==> config.mk <==
export PLATFORM = sky130hd
export DESIGN_NAME = noc_local_inject_queue
export DESIGN_NICKNAME = d
export VERILOG_FILES = /design/src/rtl/noc_local_inject_queue.sv
export SDC_FILE = /design/constraint.sdc
export NUM_CORES = 1
export LEC_CHECK = 0
export BUFFER_PORTS_ARGS = -buffer_cell sky130_fd_sc_hd__buf_2
export CAP_MARGIN = 0
export CORE_ASPECT_RATIO = 1.5
export CORE_MARGIN = 2
export CORE_UTILIZATION = 59
export CTS_BUF_LIST = sky130_fd_sc_hd__clkbuf_4
export CTS_CLUSTER_SIZE = 8
export DETAILED_ROUTE_END_ITERATION = 6
export GPL_ROUTABILITY_DRIVEN = 1
export PLACE_DENSITY = 0.91
export SLEW_MARGIN = 20
export SYNTH_ARGS = -nofsm -noshare
export SYNTH_HDL_FRONTEND = slang
export SYNTH_SLANG_ARGS = --single-unit
==> constraint.sdc <==
create_clock -name clk -period 3.9 [get_ports clk]
set_clock_uncertainty 0.2 [all_clocks]
set_input_delay 0.195 -clock clk [delete_from_list [all_inputs] [get_ports clk]]
set_output_delay 0.195 -clock clk [all_outputs]
set_load 0.02 [all_outputs]
==> src/rtl/noc_local_inject_queue.sv <==
// Local-port injection FIFO feeding the router P input under stop/void flow control.
// Optional store-and-forward holds a packet back until its tail is buffered or the FIFO fills.
module noc_local_inject_queue #(
  parameter int unsigned Width        = 66,
  parameter int unsigned Depth        = 4,
  parameter bit          StoreForward = 1'b0
) (
  input  logic                         clk,
  input  logic                         rst,
  input  logic [Width-1:0]             in_data,
  input  logic                         in_valid,
  output logic                         in_ready,
  output logic [Width-1:0]             out_data,
  output logic                         out_void,
  input  logic                         stop_in,
  output logic [$clog2(Depth+1)-1:0]   count
);

  localparam int unsigned PtrW    = $clog2(Depth);
  localparam int unsigned CntW    = $clog2(Depth + 1);
  localparam int unsigned TailBit = Width - 2;

  logic [Width-1:0] mem_q [Depth];
  logic [PtrW-1:0]  wr_ptr_q, wr_ptr_d;
  logic [PtrW-1:0]  rd_ptr_q, rd_ptr_d;
  logic [CntW-1:0]  count_q, count_d;
  logic [CntW-1:0]  pkts_q, pkts_d;

  logic full;
  logic rel;
  logic enq;
  logic deq;
  logic in_tail;
  logic out_tail;

  assign full     = (count_q == CntW'(Depth));
  assign in_ready = rst & ~full;
  assign out_data = mem_q[rd_ptr_q];
  assign in_tail  = in_data[TailBit];
  assign out_tail = out_data[TailBit];

  // Full override lets packets longer than Depth degrade to cut-through.
  assign rel      = ~StoreForward | (pkts_q != '0) | full;
  assign out_void = ~((count_q != '0) & rel);
  assign enq      = in_valid & in_ready;
  assign deq      = ~out_void & ~stop_in;
  assign count    = count_q;

  always_comb begin
    wr_ptr_d = wr_ptr_q;
    rd_ptr_d = rd_ptr_q;
    count_d  = count_q;
    pkts_d   = pkts_q;
    if (enq) wr_ptr_d = wr_ptr_q + PtrW'(1);
    if (deq) rd_ptr_d = rd_ptr_q + PtrW'(1);
    case ({enq, deq})
      2'b10:   count_d = count_q + CntW'(1);
      2'b01:   count_d = count_q - CntW'(1);
      default: count_d = count_q;
    endcase
    case ({enq & in_tail, deq & out_tail})
      2'b10:   pkts_d = pkts_q + CntW'(1);
      2'b01:   pkts_d = pkts_q - CntW'(1);
      default: pkts_d = pkts_q;
    endcase
  end

  always_ff @(posedge clk or negedge rst) begin
    if (!rst) begin
      wr_ptr_q <= '0;
      rd_ptr_q <= '0;
      count_q  <= '0;
      pkts_q   <= '0;
    end else begin
      wr_ptr_q <= wr_ptr_d;
      rd_ptr_q <= rd_ptr_d;
      count_q  <= count_d;
      pkts_q   <= pkts_d;
    end
  end

  // Flit storage is not reset; validity is carried by count_q.
  always_ff @(posedge clk) begin
    if (enq) mem_q[wr_ptr_q] <= in_data;
  end

endmodule

==> metrics.txt, run 1 <==
# TYPE chip_impl_metric gauge
chip_impl_metric{name="routed_wire_length_per_instance",unit="µm"} 20.55
chip_impl_info{name="mostFrequentLayoutCell",value="sky130_fd_sc_hd__edfxtp_1"} 1
chip_impl_metric{name="grt_pass1_vias",unit=""} 5406
chip_impl_metric{name="yosysUniqueCellTypes",unit=""} 22
chip_impl_metric{name="die_height",unit="µm"} 163.2
chip_impl_metric{name="max_freq",unit="MHz"} 361.4
chip_impl_info{name="outcome",value="finished, final reports clean"} 1
chip_impl_metric{name="route.vias.total",unit=""} 4955
chip_impl_metric{name="avgViaCountPerCell",unit=""} 5.555
chip_impl_metric{name="drt_drc_violations_left",unit=""} 0
chip_impl_metric{name="final.setup.worst_slack",unit="ns"} 1.133
chip_impl_info{name="cts_tree",value="built"} 1
chip_impl_metric{name="synth_area_per_cell",unit="µm²"} 25.95
chip_impl_metric{name="layout.filler_cells",unit=""} 954
chip_impl_metric{name="die-width",unit="µm"} 110.1
chip_impl_metric{name="htree_num_levels",unit=""} 2
chip_impl_metric{name="synth-async-reset-ratio",unit=""} 0.02583
chip_impl_metric{name="finish.net_count",unit=""} 717
chip_impl_metric{name="wire_length_of_the_first_global_routing_pass",unit="mm"} 28.08
chip_impl_metric{name="initial_utilization",unit=""} 0.5971
chip_impl_metric{name="ff2ff_setup_slack",unit="ns"} 1.35
chip_impl_metric{name="total_switching_power",unit="mW"} 2.608
chip_impl_metric{name="synth_sequential_area_ratio",unit=""} 0.8131
chip_impl_metric{name="synth.top_cell.area_share",unit=""} 0.7955
chip_impl_metric{name="dr.first_iter.drc_count",unit=""} 313
chip_impl_metric{name="power_switching_share",unit=""} 0.3136
chip_impl_metric{name="setup_viol",unit=""} 0
chip_impl_info{name="postSynth.topFlopCell",value="sky130_fd_sc_hd__edfxtp_1"} 1
chip_impl_metric{name="crit_path_max_fanout",unit=""} 33
chip_impl_info{name="crit_chain",value="buf_4 > mux4_2 > buf_2"} 1
chip_impl_metric{name="cts-buffers-inserted",unit=""} 58
chip_impl_metric{name="sequentialPowerShare",unit=""} 0.458
chip_impl_metric{name="tritoncts_num_sinks",unit=""} 271
chip_impl_metric{name="pre_cts_slack",unit="ns"} 1.341
chip_impl_metric{name="power_frac_clock",unit=""} 0.241
chip_impl_metric{name="relSlewSlack",unit=""} 0.3305
chip_impl_metric{name="hpwl",unit="mm"} 10.06
chip_impl_metric{name="cell_internal_pwr",unit="mW"} 5.709
chip_impl_metric{name="die_area",unit="µm²"} 17970
chip_impl_metric{name="synth.yosys.warnings",unit=""} 0
chip_impl_metric{name="timing.final.max_slew_violations",unit=""} 0
chip_impl_metric{name="globalRouteTotalUtil",unit=""} 0.2126
chip_impl_metric{name="source_to_sink_clock_delay_at_the_later_pin_of_the_worst_skew_pair",unit="ns"} 0.61
chip_impl_metric{name="gp_congestion",unit=""} 0.7784
chip_impl_info{name="top_post_synthesis_cells_by_area",value="sky130_fd_sc_hd__edfxtp_1 (80%), sky130_fd_sc_hd__mux4_2 (15%), sky130_fd_sc_hd__dfrtp_1 (1.8%)"} 1
chip_impl_metric{name="post-cts-setup-buffer-count",unit=""} 0
chip_impl_info{name="setup_repair_after_global_routing_missed_its_margin",value="false"} 1
chip_impl_metric{name="power_frac_comb",unit=""} 0.301
chip_impl_metric{name="drv_cap",unit=""} 0
chip_impl_info{name="critical_path_class",value="reg -> out"} 1
chip_impl_metric{name="detailedRoute.firstPassIterationCount",unit=""} 5
chip_impl_info{name="worst_setup_path_end_kind",value="output port"} 1
chip_impl_info{name="highest_count_cells_in_the_layout_ignoring_fill_and_taps",value="sky130_fd_sc_hd__edfxtp_1 (264), sky130_fd_sc_hd__buf_2 (140), sky130_fd_sc_hd__clkbuf_4 (90)"} 1
chip_impl_info{name="crit_path_top_delay_cell",value="sky130_fd_sc_hd__mux4_2"} 1
chip_impl_metric{name="minimum_period_implied_by_the_final_worst_setup_slack",unit="ns"} 2.767
chip_impl_metric{name="max_slew.worst_pin.slew",unit="ns"} 1.004
chip_impl_metric{name="clock_path_buffers",unit=""} 3
chip_impl_metric{name="postRouteWirelength",unit="mm"} 18.34
chip_impl_metric{name="mappedNetlistNets",unit=""} 460
chip_impl_metric{name="fp.coreArea",unit="µm²"} 16690
chip_impl_metric{name="timing.hold.ws",unit="ns"} 0.1079
chip_impl_metric{name="floorplan.io_pins",unit=""} 141
chip_impl_info{name="root_buffer_selected_by_cts",value="sky130_fd_sc_hd__clkbuf_4"} 1
chip_impl_metric{name="grt_start_max_net_pins",unit=""} 68
chip_impl_metric{name="critPathArrivalTime",unit="ns"} 2.37
chip_impl_metric{name="final_layout_size_suffix_gt1_frac",unit=""} 0.4493
chip_impl_info{name="yosys.area.top_type",value="sky130_fd_sc_hd__edfxtp_1"} 1
chip_impl_metric{name="clk_pin_slew_worst_paths",unit="ns"} 0.07
chip_impl_metric{name="grt_remaining_overflow",unit=""} 0
chip_impl_metric{name="synth-seq-cells",unit=""} 271
chip_impl_metric{name="area_growth_syn_to_layout",unit="%"} 23.01
chip_impl_metric{name="port_buffers",unit=""} 140
chip_impl_metric{name="critPathMaxStageDelay",unit="ns"} 0.61
chip_impl_info{name="cpLargestDelayFamily",value="buffers and inverters"} 1
chip_impl_metric{name="synthesis.area",unit="µm²"} 9966
chip_impl_metric{name="layout.core_utilization",unit=""} 0.7345
chip_impl_metric{name="vdd_drop_max",unit="mV"} 1.012
chip_impl_metric{name="fin_tns_setup",unit="ns"} 0
chip_impl_metric{name="power-per-cell-area",unit="nW/µm²"} 678.4
chip_impl_info{name="hold_class",value="in -> reg"} 1
chip_impl_metric{name="postSynthCellCount",unit=""} 384
chip_impl_metric{name="hold_violations",unit=""} 0
chip_impl_metric{name="ant_nets",unit=""} 0
chip_impl_metric{name="critical_path_required",unit="ns"} 3.50
chip_impl_metric{name="p_leak",unit="nW"} 4.324
chip_impl_metric{name="layout_worst_path_cycle_share",unit=""} 0.7095
chip_impl_metric{name="std_cell_rows",unit=""} 58
chip_impl_info{name="startpoint_type",value="register"} 1
chip_impl_metric{name="grt_antenna_before_repair",unit=""} 1
chip_impl_metric{name="cp.buffers_inverters",unit=""} 2
chip_impl_metric{name="synth_enable_flop_cells",unit=""} 264
-- state kept, by name, summed over array words and instances, names as in the netlist --
name / flops
rd_ptr_q: 2
wr_ptr_q: 2
mem_q: 264
count: 3
-- cell usage after synthesis (2+ instances only) --
cell and instances:
sky130_fd_sc_hd__mux4_2 66, sky130_fd_sc_hd__ha_1 5, sky130_fd_sc_hd__xnor2_1 2, sky130_fd_sc_hd__buf_2 4, sky130_fd_sc_hd__xor2_1 4, sky130_fd_sc_hd__edfxtp_1 264
sky130_fd_sc_hd__dfrtp_1 7, sky130_fd_sc_hd__buf_4 4, sky130_fd_sc_hd__buf_12 3, sky130_fd_sc_hd__inv_1 6, sky130_fd_sc_hd__and2_1 4, sky130_fd_sc_hd__buf_1 3
sky130_fd_sc_hd__nor2_1 3
-- power by group through the flow --
stage                     combinational [mW]  clock [mW]  sequential [mW]
final                                   2.50        2.01             3.81
after global routing                    2.68        2.18             3.85
after CTS                               2.53        2.03             3.81
after detailed placement                2.47           0             3.88
after global placement                  2.43           0             3.84
after floorplan                         1.91           0             3.72
-- cell type report --
class                   instances  area (µm²)  area share
multi-input cells              92        1718      0.1401
well taps                     210       262.8     0.02143
clock inverters                10       38.79    0.003164
diodes                          1       2.502   0.0002041
clock buffers                  90       675.6     0.05511
repair buffers                212        1429      0.1166
flip-flops and latches        271        8110      0.6616
inverters                       6       22.52    0.001837
-- repair_timing --
item                                    CTS  global route
hold endpoints to repair                277             0
hold buffers                             70             0
endpoints found under the setup margin    0             0
resized for setup                         0             0
-- worst paths after layout --
path,startpoint,endpoint,cells after the start
worst max-delay path,rd_ptr_q[0],out_data[54],3
worst min-delay path,in_data[37],mem_q[3][37],2
worst max register to register,count[0],mem_q[2][41],3
worst min register to register,count[0],count[0],1
max in group asynchronous,rst,rd_ptr_q[1],3
min in group asynchronous,rst,count[2],3
-- kinds of logic (layout without fill, tap and decap cells) --
kind of cell	count (synthesis)	after routing	share of synthesized area
flops	271	271	0.8131
mux	68	68	0.1513
buf+inv	21	318	0.01557
simple gates	10	10	0.005272
fa+ha+maj	6	6	0.008286
xor+xnor	6	6	0.005273
compound gates	2	2	0.001255
other cells	0	1	0
-- metal layers --
metal  global-route usage  share of wire  wire (µm)  vias up
met5                    0              0          0        -
met4              0.09545          0.030        556        0
met3              0.03512          0.053        964       44
met2               0.3762           0.57      10480      200
met1               0.2532           0.35       6339     2530
li1                     -              -          -     2181
-- metrics by stage --
stage               cells  power, mW  instance area, µm²
floorplan             384      5.631                9966
global placement      721      6.275               10840
detailed placement    721      6.346               10840
global route          892      8.707               12260
CTS                   891      8.377               12260
finish                892      8.317               12260
Note: power is estimated with default switching activity, not from simulation.
==> run 2, diff against run 1 <==
--- a/config.mk
+++ b/config.mk
@@ -9,12 +9,12 @@
 export CAP_MARGIN = 0
 export CORE_ASPECT_RATIO = 1.5
 export CORE_MARGIN = 2
-export CORE_UTILIZATION = 59
+export CORE_UTILIZATION = 53
 export CTS_BUF_LIST = sky130_fd_sc_hd__clkbuf_4
 export CTS_CLUSTER_SIZE = 8
 export DETAILED_ROUTE_END_ITERATION = 6
 export GPL_ROUTABILITY_DRIVEN = 1
-export PLACE_DENSITY = 0.91
+export PLACE_DENSITY = 0.87
 export SLEW_MARGIN = 20
 export SYNTH_ARGS = -nofsm -noshare
 export SYNTH_HDL_FRONTEND = slang
==> constraint.sdc (replaced) <==
create_clock -name clk -period 2.3 [get_ports clk]
set_clock_uncertainty 0.2 [all_clocks]
set_input_delay 0.115 -clock clk [delete_from_list [all_inputs] [get_ports clk]]
set_output_delay 0.115 -clock clk [all_outputs]
set_load 0.02 [all_outputs]
==> metrics.txt, run 2 (same netlist as run 1, synthesis figures left out) <==
# TYPE chip_impl_metric gauge
chip_impl_metric{name="gp_congestion",unit=""} 0.7662
chip_impl_metric{name="tritoncts_num_sinks",unit=""} 271
chip_impl_metric{name="max_freq",unit="MHz"} 412.4
chip_impl_metric{name="cp.buffers_inverters",unit=""} 3
chip_impl_metric{name="die_height",unit="µm"} 171.9
chip_impl_info{name="critical_path_class",value="reg -> out"} 1
chip_impl_metric{name="crit_path_max_fanout",unit=""} 8
chip_impl_metric{name="ff2ff_setup_slack",unit="ns"} 0.17
chip_impl_metric{name="setup_viol",unit=""} 66
chip_impl_metric{name="htree_num_levels",unit=""} 2
chip_impl_info{name="cts_tree",value="built"} 1
chip_impl_metric{name="finish.net_count",unit=""} 755
chip_impl_metric{name="clock_path_buffers",unit=""} 3
chip_impl_metric{name="power-per-cell-area",unit="nW/µm²"} 1206
chip_impl_metric{name="clk_pin_slew_worst_paths",unit="ns"} 0.08
chip_impl_metric{name="drt-met1-wl",unit="mm"} 7.639
chip_impl_metric{name="critPathArrivalTime",unit="ns"} 2.11
chip_impl_metric{name="fin_tns_setup",unit="ns"} -5.346
chip_impl_metric{name="drt_drc_violations_left",unit=""} 0
chip_impl_metric{name="minimum_period_implied_by_the_final_worst_setup_slack",unit="ns"} 2.425
chip_impl_metric{name="fp.coreArea",unit="µm²"} 18470
chip_impl_metric{name="max_slew.worst_pin.slew",unit="ns"} 0.3446
chip_impl_info{name="setup_repair_after_global_routing_missed_its_margin",value="true"} 1
chip_impl_metric{name="dr_wl_met3",unit="mm"} 1.057
chip_impl_info{name="highest_count_cells_in_the_layout_ignoring_fill_and_taps",value="sky130_fd_sc_hd__edfxtp_1 (264), sky130_fd_sc_hd__dlygate4sd3_1 (83), sky130_fd_sc_hd__clkbuf_4 (77)"} 1
chip_impl_metric{name="dp_cells",unit=""} 774
chip_impl_metric{name="avgViaCountPerCell",unit=""} 5.348
chip_impl_metric{name="final_layout_size_suffix_gt1_frac",unit=""} 0.4500
chip_impl_metric{name="p_leak",unit="nW"} 4.737
chip_impl_info{name="crit_path_top_delay_cell",value="sky130_fd_sc_hd__mux4_2"} 1
chip_impl_metric{name="dr.first_iter.drc_count",unit=""} 387
chip_impl_metric{name="route.vias.total",unit=""} 5230
chip_impl_metric{name="die_area",unit="µm²"} 19940
chip_impl_metric{name="detailed_place.area",unit="µm²"} 11060
chip_impl_metric{name="routed_wire_length_per_instance",unit="µm"} 22.64
chip_impl_metric{name="source_to_sink_clock_delay_at_the_later_pin_of_the_worst_skew_pair",unit="ns"} 0.63
chip_impl_info{name="worstSetupStartpoint",value="rd_ptr_q[0]"} 1
chip_impl_metric{name="port_buffers",unit=""} 140
chip_impl_metric{name="detailroute.wirelength.met2",unit="mm"} 12.84
chip_impl_metric{name="ant_nets",unit=""} 0
chip_impl_info{name="outcome",value="finished, violations left"} 1
chip_impl_info{name="root_buffer_selected_by_cts",value="sky130_fd_sc_hd__clkbuf_4"} 1
chip_impl_info{name="critical_path.reg2reg.startpoint",value="count[0]"} 1
chip_impl_metric{name="hpwl",unit="mm"} 11.24
chip_impl_metric{name="grt_antenna_before_repair",unit=""} 5
chip_impl_metric{name="initial_utilization",unit=""} 0.5396
chip_impl_metric{name="critical_path_required",unit="ns"} 1.99
chip_impl_metric{name="grt_pass1_vias",unit=""} 5742
chip_impl_metric{name="grt_remaining_overflow",unit=""} 0
chip_impl_info{name="hp-start",value="in_data[57]"} 1
chip_impl_metric{name="floorplan.io_pins",unit=""} 141
chip_impl_metric{name="drv_cap",unit=""} 0
chip_impl_metric{name="timing.final.max_slew_violations",unit=""} 0
chip_impl_info{name="worst_setup_path_end_kind",value="output port"} 1
chip_impl_metric{name="timing.hold.ws",unit="ns"} 0.02980
chip_impl_info{name="top_layer_used",value="met4"} 1
chip_impl_info{name="mostFrequentLayoutCell",value="sky130_fd_sc_hd__edfxtp_1"} 1
chip_impl_metric{name="grt_start_max_net_pins",unit=""} 51
chip_impl_info{name="crit_chain",value="buf_6 > clkbuf_16 > mux4_2 > buf_6"} 1
chip_impl_info{name="failed_checks",value="setup timing"} 1
chip_impl_metric{name="postRouteWirelength",unit="mm"} 22.14
chip_impl_metric{name="std_cell_rows",unit=""} 61
chip_impl_metric{name="relSlewSlack",unit=""} 0.7695
chip_impl_metric{name="vdd_drop_max",unit="mV"} 0.6196
chip_impl_info{name="startpoint_type",value="register"} 1
chip_impl_metric{name="die-width",unit="µm"} 116.0
chip_impl_metric{name="critPathMaxStageDelay",unit="ns"} 0.53
chip_impl_metric{name="final_cell_area",unit="µm²"} 13330
chip_impl_info{name="cpLargestDelayFamily",value="multiplexers"} 1
chip_impl_info{name="worst_hold_path.endpoint",value="mem_q[2][57]"} 1
chip_impl_info{name="reg2reg_to",value="count[2]"} 1
chip_impl_metric{name="r2r.worst_path.cells",unit=""} 9
chip_impl_metric{name="layout_worst_path_cycle_share",unit=""} 1.054
chip_impl_metric{name="area_growth_syn_to_layout",unit="%"} 33.79
chip_impl_metric{name="cells_on_worst_hold_path",unit=""} 2
chip_impl_info{name="hold_class",value="in -> reg"} 1
chip_impl_info{name="timing.critical_path.mode_cell",value="sky130_fd_sc_hd__buf_6"} 1
chip_impl_metric{name="final.setup.worst_slack",unit="ns"} -0.1246
chip_impl_metric{name="wire_length_of_the_first_global_routing_pass",unit="mm"} 30.88
chip_impl_metric{name="layout.filler_cells",unit=""} 1124
chip_impl_metric{name="cts-buffers-inserted",unit=""} 57
chip_impl_metric{name="hold_violations",unit=""} 0
chip_impl_metric{name="detailedRoute.firstPassIterationCount",unit=""} 5
chip_impl_info{name="regMostFlops",value="mem_q"} 1
chip_impl_metric{name="largest_reg_flops",unit=""} 264
chip_impl_metric{name="fin_cells",unit=""} 978
chip_impl_metric{name="globalRouteTotalUtil",unit=""} 0.2126
-- run 2: cell types whose count changed in the layout (fill, tap and decap cells not counted), sizes merged --
cell / previous run / this run
clkbuf: 90 / 81
inv: 6 / 7
buf: 142 / 164
dlygate4sd3: 70 / 83
bufinv: 0 / 1
diode: 1 / 6
clkinv: 10 / 21
-- run 2: through the flow --
step	setup WS [ns]	utilization	power, mW
2_1_floorplan	-0.1848	-	9.530
3_3_place_gp	0.3337	0.5990	10.80
3_5_place_dp	0.1991	0.5990	10.94
4_1_cts	-0.1911	0.7004	15.21
5_1_grt	-0.2138	0.7217	16.73
6_report	-0.1246	0.7219	16.08
-- run 2: worst max-delay path by stage --
stage | to | cells past startpoint
3_3_place_gp | count[2] | 9
2_1_floorplan | mem_q[0][0] | 3
3_5_place_dp | count[2] | 9
5_1_grt | out_data[12] | 4
4_1_cts | out_data[14] | 4
6_report | out_data[12] | 4
-- run 2: power by group --
group	leakage [nW]	internal [mW]	switching (mW)	total [mW]
clock	0.415	1.67	1.72	3.39
combinational	1.85	3.34	3.06	6.41
sequential	2.47	6.03	0.251	6.29
-- run 2: metal layers --
metal / GRT usage / up-vias
met4: 0.1066 / 0
li1: - / 2285
met1: 0.2316 / 2687
met5: 0 / -
met2: 0.3908 / 217
met3: 0.04066 / 41
-- run 2: repair_timing --
item | 4_1_cts | 5_1_grt
hold endpoints to repair | 278 | 0
gates resized for setup | 57 | 86
hold buffers | 83 | 0
buffers inserted | 6 | 0
cloned | 4 | 5
setup endpoints to repair | 66 | 66
-- run 2: worst register-to-register path: stages (launching register included) --
cell	delay (ns)
sky130_fd_sc_hd__dfrtp_1	0.44
sky130_fd_sc_hd__nor2_1	0.17
sky130_fd_sc_hd__a21oi_1	0.12
sky130_fd_sc_hd__inv_1	0.07
sky130_fd_sc_hd__ha_1	0.19
sky130_fd_sc_hd__inv_1	0.07
sky130_fd_sc_hd__fa_1	0.37
sky130_fd_sc_hd__xor2_1	0.15
sky130_fd_sc_hd__nor2_1	0.12
sky130_fd_sc_hd__xor2_1	0.16
-- run 2: layout make-up --
cell class	count	area, µm²	share of cell area
Inverter	6	22.52	0.001689
Multi-Input combinational cell	92	1718	0.1288
Antenna cell	6	15.01	0.001126
Clock inverter	23	117.6	0.008821
Tap cell	252	315.3	0.02365
Timing Repair Buffer	251	2456	0.1842
Clock buffer	77	578.1	0.04336
Sequential cell	271	8110	0.6083
==> run 3, diff against run 2 <==
--- a/config.mk
+++ b/config.mk
@@ -19,3 +19,4 @@
 export SYNTH_ARGS = -nofsm -noshare
 export SYNTH_HDL_FRONTEND = slang
 export SYNTH_SLANG_ARGS = --single-unit
+export TNS_END_PERCENT = 30
==> metrics.txt, run 3 (same netlist as run 1, synthesis figures left out) <==
# TYPE chip_impl_metric gauge
chip_impl_info{name="outcome",value="finished, violations left"} 1
chip_impl_info{name="failed_checks",value="setup timing"} 1
chip_impl_metric{name="hpwl",unit="mm"} 11.24
chip_impl_info{name="startpoint_type",value="register"} 1
chip_impl_metric{name="die-width",unit="µm"} 116.0
chip_impl_metric{name="layout_worst_path_cycle_share",unit=""} 1.061
chip_impl_metric{name="ant_nets",unit=""} 0
chip_impl_metric{name="grt_pass1_vias",unit=""} 5696
chip_impl_metric{name="drv_cap",unit=""} 0
chip_impl_metric{name="drt_drc_violations_left",unit=""} 0
chip_impl_metric{name="timing.hold.ws",unit="ns"} 0.02553
chip_impl_metric{name="ff2ff_setup_slack",unit="ns"} 0.16
chip_impl_metric{name="port_buffers",unit=""} 140
chip_impl_metric{name="dr.first_iter.drc_count",unit=""} 341
chip_impl_metric{name="postRouteWirelength",unit="mm"} 21.50
chip_impl_info{name="mostFrequentLayoutCell",value="sky130_fd_sc_hd__edfxtp_1"} 1
chip_impl_metric{name="multi_input_gate_area_in_the_final_layout",unit="µm²"} 1718
chip_impl_metric{name="critPathArrivalTime",unit="ns"} 2.13
chip_impl_metric{name="area_growth_syn_to_layout",unit="%"} 30.58
chip_impl_metric{name="detailed_place.area",unit="µm²"} 11060
chip_impl_metric{name="setup_viol",unit=""} 59
chip_impl_info{name="regMostFlops",value="mem_q"} 1
chip_impl_metric{name="grt_start_max_net_pins",unit=""} 51
chip_impl_metric{name="globalRouteTotalUtil",unit=""} 0.2117
chip_impl_metric{name="htree_num_levels",unit=""} 2
chip_impl_metric{name="initial_utilization",unit=""} 0.5396
chip_impl_info{name="hp-start",value="in_data[35]"} 1
chip_impl_metric{name="wire_length_of_the_first_global_routing_pass",unit="mm"} 30.64
chip_impl_metric{name="route.vias.total",unit=""} 5226
chip_impl_metric{name="hold_violations",unit=""} 0
chip_impl_metric{name="crit_path_max_fanout",unit=""} 4
chip_impl_info{name="highest_count_cells_in_the_layout_ignoring_fill_and_taps",value="sky130_fd_sc_hd__edfxtp_1 (264), sky130_fd_sc_hd__buf_2 (115), sky130_fd_sc_hd__dlygate4sd3_1 (83)"} 1
chip_impl_metric{name="layout.core_utilization",unit=""} 0.7046
chip_impl_metric{name="gp_congestion",unit=""} 0.7662
chip_impl_info{name="worst_setup_path_end_kind",value="output port"} 1
chip_impl_info{name="critical_path.reg2reg.startpoint",value="count[0]"} 1
chip_impl_metric{name="relSlewSlack",unit=""} 0.7598
chip_impl_metric{name="register_area",unit="µm²"} 8110
chip_impl_metric{name="largest_reg_flops",unit=""} 264
chip_impl_metric{name="avgViaCountPerCell",unit=""} 5.360
chip_impl_metric{name="floorplan.io_pins",unit=""} 141
chip_impl_info{name="root_buffer_selected_by_cts",value="sky130_fd_sc_hd__clkbuf_4"} 1
chip_impl_metric{name="cts-buffers-inserted",unit=""} 57
chip_impl_metric{name="vdd_drop_max",unit="mV"} 0.6478
chip_impl_info{name="critical_path_class",value="reg -> out"} 1
chip_impl_metric{name="fp.coreArea",unit="µm²"} 18470
chip_impl_info{name="cts_tree",value="built"} 1
chip_impl_metric{name="die_height",unit="µm"} 171.9
chip_impl_metric{name="final_layout_size_suffix_gt1_frac",unit=""} 0.4485
chip_impl_metric{name="grt_antenna_before_repair",unit=""} 5
chip_impl_info{name="hold_class",value="in -> reg"} 1
chip_impl_metric{name="minimum_period_implied_by_the_final_worst_setup_slack",unit="ns"} 2.441
chip_impl_metric{name="grt_remaining_overflow",unit=""} 0
chip_impl_metric{name="detailedRoute.firstPassIterationCount",unit=""} 5
chip_impl_metric{name="die_area",unit="µm²"} 19940
chip_impl_metric{name="p_leak",unit="nW"} 4.623
chip_impl_metric{name="routed_wire_length_per_instance",unit="µm"} 22.05
chip_impl_metric{name="timing.final.max_slew_violations",unit=""} 0
chip_impl_metric{name="max_slew.worst_pin.slew",unit="ns"} 0.3575
chip_impl_metric{name="max_freq",unit="MHz"} 409.7
chip_impl_metric{name="final.setup.worst_slack",unit="ns"} -0.1406
chip_impl_metric{name="tritoncts_num_sinks",unit=""} 271
chip_impl_metric{name="clk_pin_slew_worst_paths",unit="ns"} 0.10
chip_impl_metric{name="layout.filler_cells",unit=""} 1161
chip_impl_metric{name="std_cell_rows",unit=""} 61
chip_impl_info{name="setup_repair_after_global_routing_missed_its_margin",value="true"} 1
chip_impl_info{name="worstSetupStartpoint",value="rd_ptr_q[0]"} 1
chip_impl_metric{name="critical_path_required",unit="ns"} 1.99
chip_impl_metric{name="source_to_sink_clock_delay_at_the_later_pin_of_the_worst_skew_pair",unit="ns"} 0.63
chip_impl_metric{name="finish.net_count",unit=""} 753
chip_impl_metric{name="power-per-cell-area",unit="nW/µm²"} 1177
chip_impl_metric{name="final_cell_area",unit="µm²"} 13010
chip_impl_metric{name="clock_path_buffers",unit=""} 3
-- run 3: path summary, 6_finish.rpt --
kind / to / cells past startpoint
hold reg to reg: count[2] / 1
setup / recovery: out_data[11] / 4
min in group asynchronous: rd_ptr_q[1] / 3
max in group asynchronous: rd_ptr_q[0] / 3
setup reg to reg: count[2] / 9
hold / removal: mem_q[2][35] / 2
-- run 3: layer usage --
layer | track usage | wire [µm]
met1 | 0.2280 | 7378
met2 | 0.3944 | 12330
met3 | 0.04066 | 1028
met4 | 0.1004 | 766
met5 | 0 | 0
-- run 3: power by group --
part           switching [mW]  leakage, nW  internal, mW
clock                    1.70        0.415          1.67
sequential              0.242         2.47          6.03
combinational            2.93         1.73          2.74
-- run 3: timing repair --
| action | in CTS | in global routing |
|---|---|---|
| endpoints found under the setup margin | 66 | 66 |
| setup buffers | 5 | 1 |
| resized for setup | 30 | 28 |
| cloned | 3 | 5 |
| hold buffers | 83 | 0 |
| endpoints found under the hold margin | 278 | 0 |
-- run 3: through the flow --
step	instances	setup WS (ns)	total power [mW]	TNS [ns]
finish	975	-0.1406	15.31	-4.892
global route	974	-0.2033	15.95	-10.58
CTS	965	-0.2081	14.94	-10.40
detailed placement	774	0.1991	10.94	0
global placement	774	0.3337	10.80	0
floorplan	384	-0.1848	9.530	-48.92
-- run 3: critical path: stages, from the launching register on --
cell and delay, ns:
sky130_fd_sc_hd__dfrtp_4 0.46, sky130_fd_sc_hd__buf_6 0.16, sky130_fd_sc_hd__clkbuf_16 0.16, sky130_fd_sc_hd__mux4_2 0.54
sky130_fd_sc_hd__buf_2 0.18
-- run 3: final cells by class --
class	instances	share of cell area
timing repair buffer	249	0.1644
inverter	6	0.001731
tap	252	0.02423
multi-input combinational	92	0.1320
clock inverter	23	0.009038
sequential	271	0.6232
antenna	5	0.0009614
clock buffer	77	0.04442
